[src/rtl/exec_wb_stage.sv]
// Execute-to-writeback stage: two-entry skid buffer toward the register file,
// architectural {S,Z,C,V} flag register, branch condition evaluation and retire counter.
module exec_wb_stage #(
  parameter int DATA_W     = 16,
  parameter int REG_ADDR_W = 3,
  parameter int CNT_W      = 16
) (
  input  logic                  CLK,
  input  logic                  N_RST,
  input  logic                  IN_VALID,
  output logic                  IN_READY,
  input  logic [DATA_W-1:0]     ALU_RESULT,
  input  logic [3:0]            FLAG_IN,
  input  logic [3:0]            S_ALU,
  input  logic [REG_ADDR_W-1:0] RD_ADDR,
  input  logic                  RD_WE,
  input  logic                  FLAG_WE,
  output logic                  OUT_VALID,
  input  logic                  OUT_READY,
  output logic [DATA_W-1:0]     WB_DATA,
  output logic [REG_ADDR_W-1:0] WB_ADDR,
  output logic                  WB_WE,
  output logic [3:0]            FLAG_REG,
  input  logic [2:0]            COND,
  output logic                  COND_TRUE,
  output logic [CNT_W-1:0]      RETIRE_CNT
);

  typedef enum logic [1:0] {EMPTY = 2'd0, ONE = 2'd1, TWO = 2'd2} state_t;

  state_t state_reg, state_next;

  logic [DATA_W-1:0]     main_data_reg, skid_data_reg;
  logic [REG_ADDR_W-1:0] main_addr_reg, skid_addr_reg;
  logic                  main_we_reg, skid_we_reg;
  logic [3:0]            flag_reg;
  logic [CNT_W-1:0]      retire_cnt_reg;

  logic accept, pop;
  logic load_main_in, load_skid, load_main_skid;
  logic sign_xor_ovf;

  assign accept = IN_VALID & IN_READY;
  assign pop    = OUT_VALID & OUT_READY;

  // Main takes the input when it is (or is becoming) free; otherwise the skid catches it.
  assign load_main_in   = accept & ((state_reg == EMPTY) | ((state_reg == ONE) & pop));
  assign load_skid      = accept & (state_reg == ONE) & ~pop;
  assign load_main_skid = (state_reg == TWO) & pop;

  always_ff @(posedge CLK or negedge N_RST) begin
    if (!N_RST) begin
      state_reg <= EMPTY;
    end else begin
      state_reg <= state_next;
    end
  end

  always_comb begin
    state_next = state_reg;
    case (state_reg)
      EMPTY:   if (accept) state_next = ONE;
      ONE: begin
        if (accept && !pop)      state_next = TWO;
        else if (!accept && pop) state_next = EMPTY;
      end
      TWO:     if (pop) state_next = ONE;
      default: state_next = EMPTY;
    endcase
  end

  always_comb begin
    IN_READY  = (state_reg != TWO);
    OUT_VALID = (state_reg != EMPTY);
  end

  always_ff @(posedge CLK or negedge N_RST) begin
    if (!N_RST) begin
      main_data_reg  <= '0;
      main_addr_reg  <= '0;
      main_we_reg    <= 1'b0;
      skid_data_reg  <= '0;
      skid_addr_reg  <= '0;
      skid_we_reg    <= 1'b0;
      flag_reg       <= 4'b0000;
      retire_cnt_reg <= '0;
    end else begin
      if (load_main_in) begin
        main_data_reg <= ALU_RESULT;
        main_addr_reg <= RD_ADDR;
        main_we_reg   <= RD_WE;
      end else if (load_main_skid) begin
        main_data_reg <= skid_data_reg;
        main_addr_reg <= skid_addr_reg;
        main_we_reg   <= skid_we_reg;
      end
      if (load_skid) begin
        skid_data_reg <= ALU_RESULT;
        skid_addr_reg <= RD_ADDR;
        skid_we_reg   <= RD_WE;
      end
      // Flags commit at accept so a branch right behind the op sees them.
      if (accept && FLAG_WE && (S_ALU != 4'b1111)) begin
        flag_reg <= FLAG_IN;
      end
      if (pop) begin
        retire_cnt_reg <= retire_cnt_reg + 1'b1;
      end
    end
  end

  assign WB_DATA    = main_data_reg;
  assign WB_ADDR    = main_addr_reg;
  assign WB_WE      = OUT_VALID & main_we_reg;
  assign FLAG_REG   = flag_reg;
  assign RETIRE_CNT = retire_cnt_reg;

  // Flag bit order is {S,Z,C,V}.
  assign sign_xor_ovf = flag_reg[3] ^ flag_reg[0];

  always_comb begin
    COND_TRUE = 1'b0;
    case (COND)
      3'b000: COND_TRUE = 1'b1;
      3'b001: COND_TRUE = flag_reg[2];
      3'b010: COND_TRUE = ~flag_reg[2];
      3'b011: COND_TRUE = sign_xor_ovf;
      3'b100: COND_TRUE = ~sign_xor_ovf;
      3'b101: COND_TRUE = flag_reg[2] | sign_xor_ovf;
      3'b110: COND_TRUE = ~flag_reg[2] & ~sign_xor_ovf;
      3'b111: COND_TRUE = flag_reg[1];
      default: COND_TRUE = 1'b0;
    endcase
  end

endmodule

[config.mk]
export PLATFORM = sky130hd
export DESIGN_NAME = exec_wb_stage
export DESIGN_NICKNAME = d
export VERILOG_FILES = /design/src/rtl/exec_wb_stage.sv
export SDC_FILE = /design/constraint.sdc
export NUM_CORES = 1
export LEC_CHECK = 0
export CAP_MARGIN = 10
export CORE_ASPECT_RATIO = 1.1
export CORE_MARGIN = 5
export CORE_UTILIZATION = 45
export DETAILED_ROUTE_END_ITERATION = 8
export PLACE_DENSITY = 0.76
export SKIP_LAST_GASP = 1
export SYNTH_ARGS = -nofsm -noshare
export SYNTH_HDL_FRONTEND = slang
export SYNTH_SLANG_ARGS = --single-unit
[constraint.sdc]
create_clock -name CLK -period 1.8 [get_ports CLK]
set_clock_uncertainty 0.15 [all_clocks]
set_input_delay 0.36 -clock CLK [delete_from_list [all_inputs] [get_ports CLK]]
set_output_delay 0.36 -clock CLK [all_outputs]
set_load 0.05 [all_outputs]
==> flow_metrics.env <==
export IMPL_grt_pass1_wl_um=10800
export IMPL_violations="negative setup slack"
export IMPL_postRouteAntennaNets=0
export IMPL_dr_pass1_iters=4
export IMPL_cts_sinks=62
export IMPL_ys_seq_area_share_pct=56.96
export IMPL_p_int_mw=4.050
export IMPL_fmax_mhz=449.3
export IMPL_end_kind="output port"
export IMPL_placed_cells=396
export IMPL_n_antenna_cell=0
export IMPL_clk_pin_slew_ns=0.06
export IMPL_wire_per_inst_um=15.13
export IMPL_p_comb_share_pct=46.1
export IMPL_rows=29
export IMPL_synth_edff_count=0
export IMPL_core_area_um2=5842
export IMPL_finalHoldViolations=0
export IMPL_die_h_um=91.60
export IMPL_dpl_hpwl_um=4519
export IMPL_drt_iter0_markers=69
export IMPL_gp_congestion=0.8154
export IMPL_crit_fanout=3
export IMPL_slew_viol_final=0
export IMPL_syn_instance_count=226
export IMPL_hp_class="reg2reg"
export IMPL_rr_endpoint="skid_data_reg[13]$_DFFE_PN0P_"
export IMPL_layout_drive_gt1_share_pct=36.98
export IMPL_grtUsageTotal_pct=17.49
export IMPL_vias_per_cell=5.053
export IMPL_grt_busiest_layer="met2"
export IMPL_p_switching_mw=2.617
export IMPL_worstPathRequired_ns=1.29
export IMPL_syn_area_per_cell_um2=12.05
export IMPL_rr_worst_depth=5
export IMPL_power_frac_clock_pct=19.3
export IMPL_synth_top_area_share_pct=56.96
export IMPL_ys_seq_elements=62
export IMPL_clock_latency_ns=0.33
export IMPL_routed_wl_um=6277
export IMPL_die_w_um=84.18
export IMPL_synthArstFlopShare_pct=100.0
export IMPL_grt_overflow=0
export IMPL_worst_pin_slew_ns=0.3405
export IMPL_fin_crit_sh_pct=123.7
export IMPL_synthToLayoutAreaGrowth_pct=54.11
export IMPL_htree_levels=3
export IMPL_root_buffer="clkbuf_8"
export IMPL_ios=79
export IMPL_cts_buffer_depth=2
export IMPL_maxCapViolCount=0
export IMPL_antenna_found_initial=0
export IMPL_power_frac_seq_pct=34.6
export IMPL_power_density_nw_per_um2=1588
export IMPL_fillers=421
export IMPL_synth_adder_area_share_pct=0.4593
export IMPL_synth_mux_area_fraction_pct=17.68
export IMPL_critPathKind="reg2out"
export IMPL_yosysMostFrequentCell="dfrtp_1"
export IMPL_r2r_start="state_reg[1]$_DFFE_PN0P_"
export IMPL_die_area_um2=7711
export IMPL_synthTopCellsByArea="dfrtp_1, mux2_2, mux2i_1"
export IMPL_cellLeakagePower_nw=1.989
export IMPL_switching_share_pct=39.26
export IMPL_cts_tree="built"
export IMPL_gr_usage_met2_pct=28.62
export IMPL_synth_top_family_by_area="multiplexers"
export IMPL_vias=2097
export IMPL_grt_max_degree=63
export IMPL_finalNonFillerCells=415
export IMPL_final_core_util_pct=71.86
export IMPL_period_needed_ns=2.226
export IMPL_remaining_drc_errors=0
export IMPL_ir_drop_uv=1112
export IMPL_synthSimpleGateAreaFrac_pct=10.47
export IMPL_critPathArrivalTime_ns=1.72
export IMPL_yosys_area_top_type="dfrtp_1"
export IMPL_syn_nets=263
export IMPL_synth_xor_area_share_pct=5.145
export IMPL_ys_flop_type="dfrtp_1"
export IMPL_dp_slack_ns=-0.4784
export IMPL_setup_ws_ns=-0.4257
export IMPL_ys_types=34
export IMPL_status="finished, violations left"
export IMPL_initial_core_util_pct=46.63
export IMPL_synthesis_area_um2=2724
export IMPL_finalSetupViolCount=2
export IMPL_grt_met3_usage_pct=5.882
export IMPL_start_kind="flip-flop"
export IMPL_rsz0062_at_grt="true"
export IMPL_portBuffers=78
export IMPL_synth_common_cells="dfrtp_1, nand2_1, mux2_2, mux2i_1, o21ai_0"
export IMPL_yosysWarnings=0
export IMPL_grt_pass1_vias=2207
export IMPL_met1_usage_pct=21.82
export IMPL_critical_path_startpoint="FLAG_REG[3]$_DFFE_PN0P_"
export IMPL_cts_made_buffers=9
export IMPL_synth_compound_area_share_pct=7.074
export IMPL_r2r_slack_ns=0.10
export IMPL_relSlewSlack_pct=77.30
export IMPL_endpoint="COND_TRUE"
export IMPL_final_nets=370
[worst max-delay path, cell delays in order (launching register included)]
cell and delay [ns]:
dfrtp_2 0.44, xnor2_4 0.16, a21oi_2 0.13, o21ai_0 0.09, a222oi_1 0.25, buf_4 0.18
buf_12 0.13
[placed cells by master (no fill, tap or decap), drive strengths merged, types with 7 or more instances in the layout]
cell and instances:
clkbuf 13, nand2 30, mux2 25, mux2i 20, nand3 7, xor2 7
o21ai 21, xnor2 9, buf 71, clkdlybuf4s50 32, dfrtp 62
[through the flow]
step / hold WS (ns) / total power, mW / TNS, ns / area (um2)
detailed placement: 0.2437 / 5.317 / -12.30 / 3897
finish: 0.3217 / 6.667 / -0.4328 / 4198
floorplan: -0.08559 / 4.048 / -0.8829 / 2738
global placement: 0.2436 / 5.234 / -10.23 / 3897
global route: 0.3300 / 7.043 / -0.6196 / 4198
CTS: 0.3274 / 6.704 / -0.4468 / 4164
[power groups by stage]
stage / clock network, mW / registers (mW) / logic, mW
6_report: 1.29 / 2.31 / 3.07
3_3_place_gp: 0 / 2.31 / 2.93
2_1_floorplan: 0 / 3.18 / 0.873
5_1_grt: 1.39 / 2.38 / 3.27
4_1_cts: 1.32 / 2.30 / 3.08
3_5_place_dp: 0 / 2.33 / 2.99
[repair_timing]
item	CTS	global route
hold buffers	1	0
gates resized for setup	9	6
pin swaps	5	0
setup buffers	3	0
endpoints found under the setup margin	4	20
hold endpoints to repair	62	0
[layout make-up]
class / count / area, um2 / area share, %
sequential: 62 / 1558 / 37.11
multi-input combinational: 153 / 1181 / 28.14
timing repair buffer: 106 / 1140 / 27.15
clock buffer: 13 / 178.9 / 4.262
tap: 77 / 96.34 / 2.295
clock inverter: 3 / 40.04 / 0.9538
inverter: 1 / 3.754 / 0.08942
[routing by layer]
| layer | wire length, um | vias up |
|---|---|---|
| met2 | 3155 | 60 |
| li1 | - | 1013 |
| met5 | 0 | - |
| met1 | 2651 | 1016 |
| met4 | 74 | 0 |
| met3 | 395 | 8 |
[kinds of logic after synthesis]
family          after synthesis
flops                        62
xor+xnor                     16
compound gates               32
buf+inv                      11
simple gates                 59
fa+ha+maj                     1
mux                          45
[how the worst min path moves through the flow]
stage / to / cells past startpoint / slack, ns / start
floorplan: FLAG_REG[0]$_DFFE_PN0P_ / 0 / -0.09 / N_RST
global placement: RETIRE_CNT[5]$_DFFE_PN0P_ / 2 / 0.24 / N_RST
detailed placement: RETIRE_CNT[6]$_DFFE_PN0P_ / 2 / 0.24 / N_RST
CTS: RETIRE_CNT[15]$_DFFE_PN0P_ / 1 / 0.33 / RETIRE_CNT[15]$_DFFE_PN0P_
global route: RETIRE_CNT[15]$_DFFE_PN0P_ / 1 / 0.33 / RETIRE_CNT[15]$_DFFE_PN0P_
finish: RETIRE_CNT[15]$_DFFE_PN0P_ / 1 / 0.32 / RETIRE_CNT[15]$_DFFE_PN0P_
No activity file was read; power rests on OpenSTA's default activity.
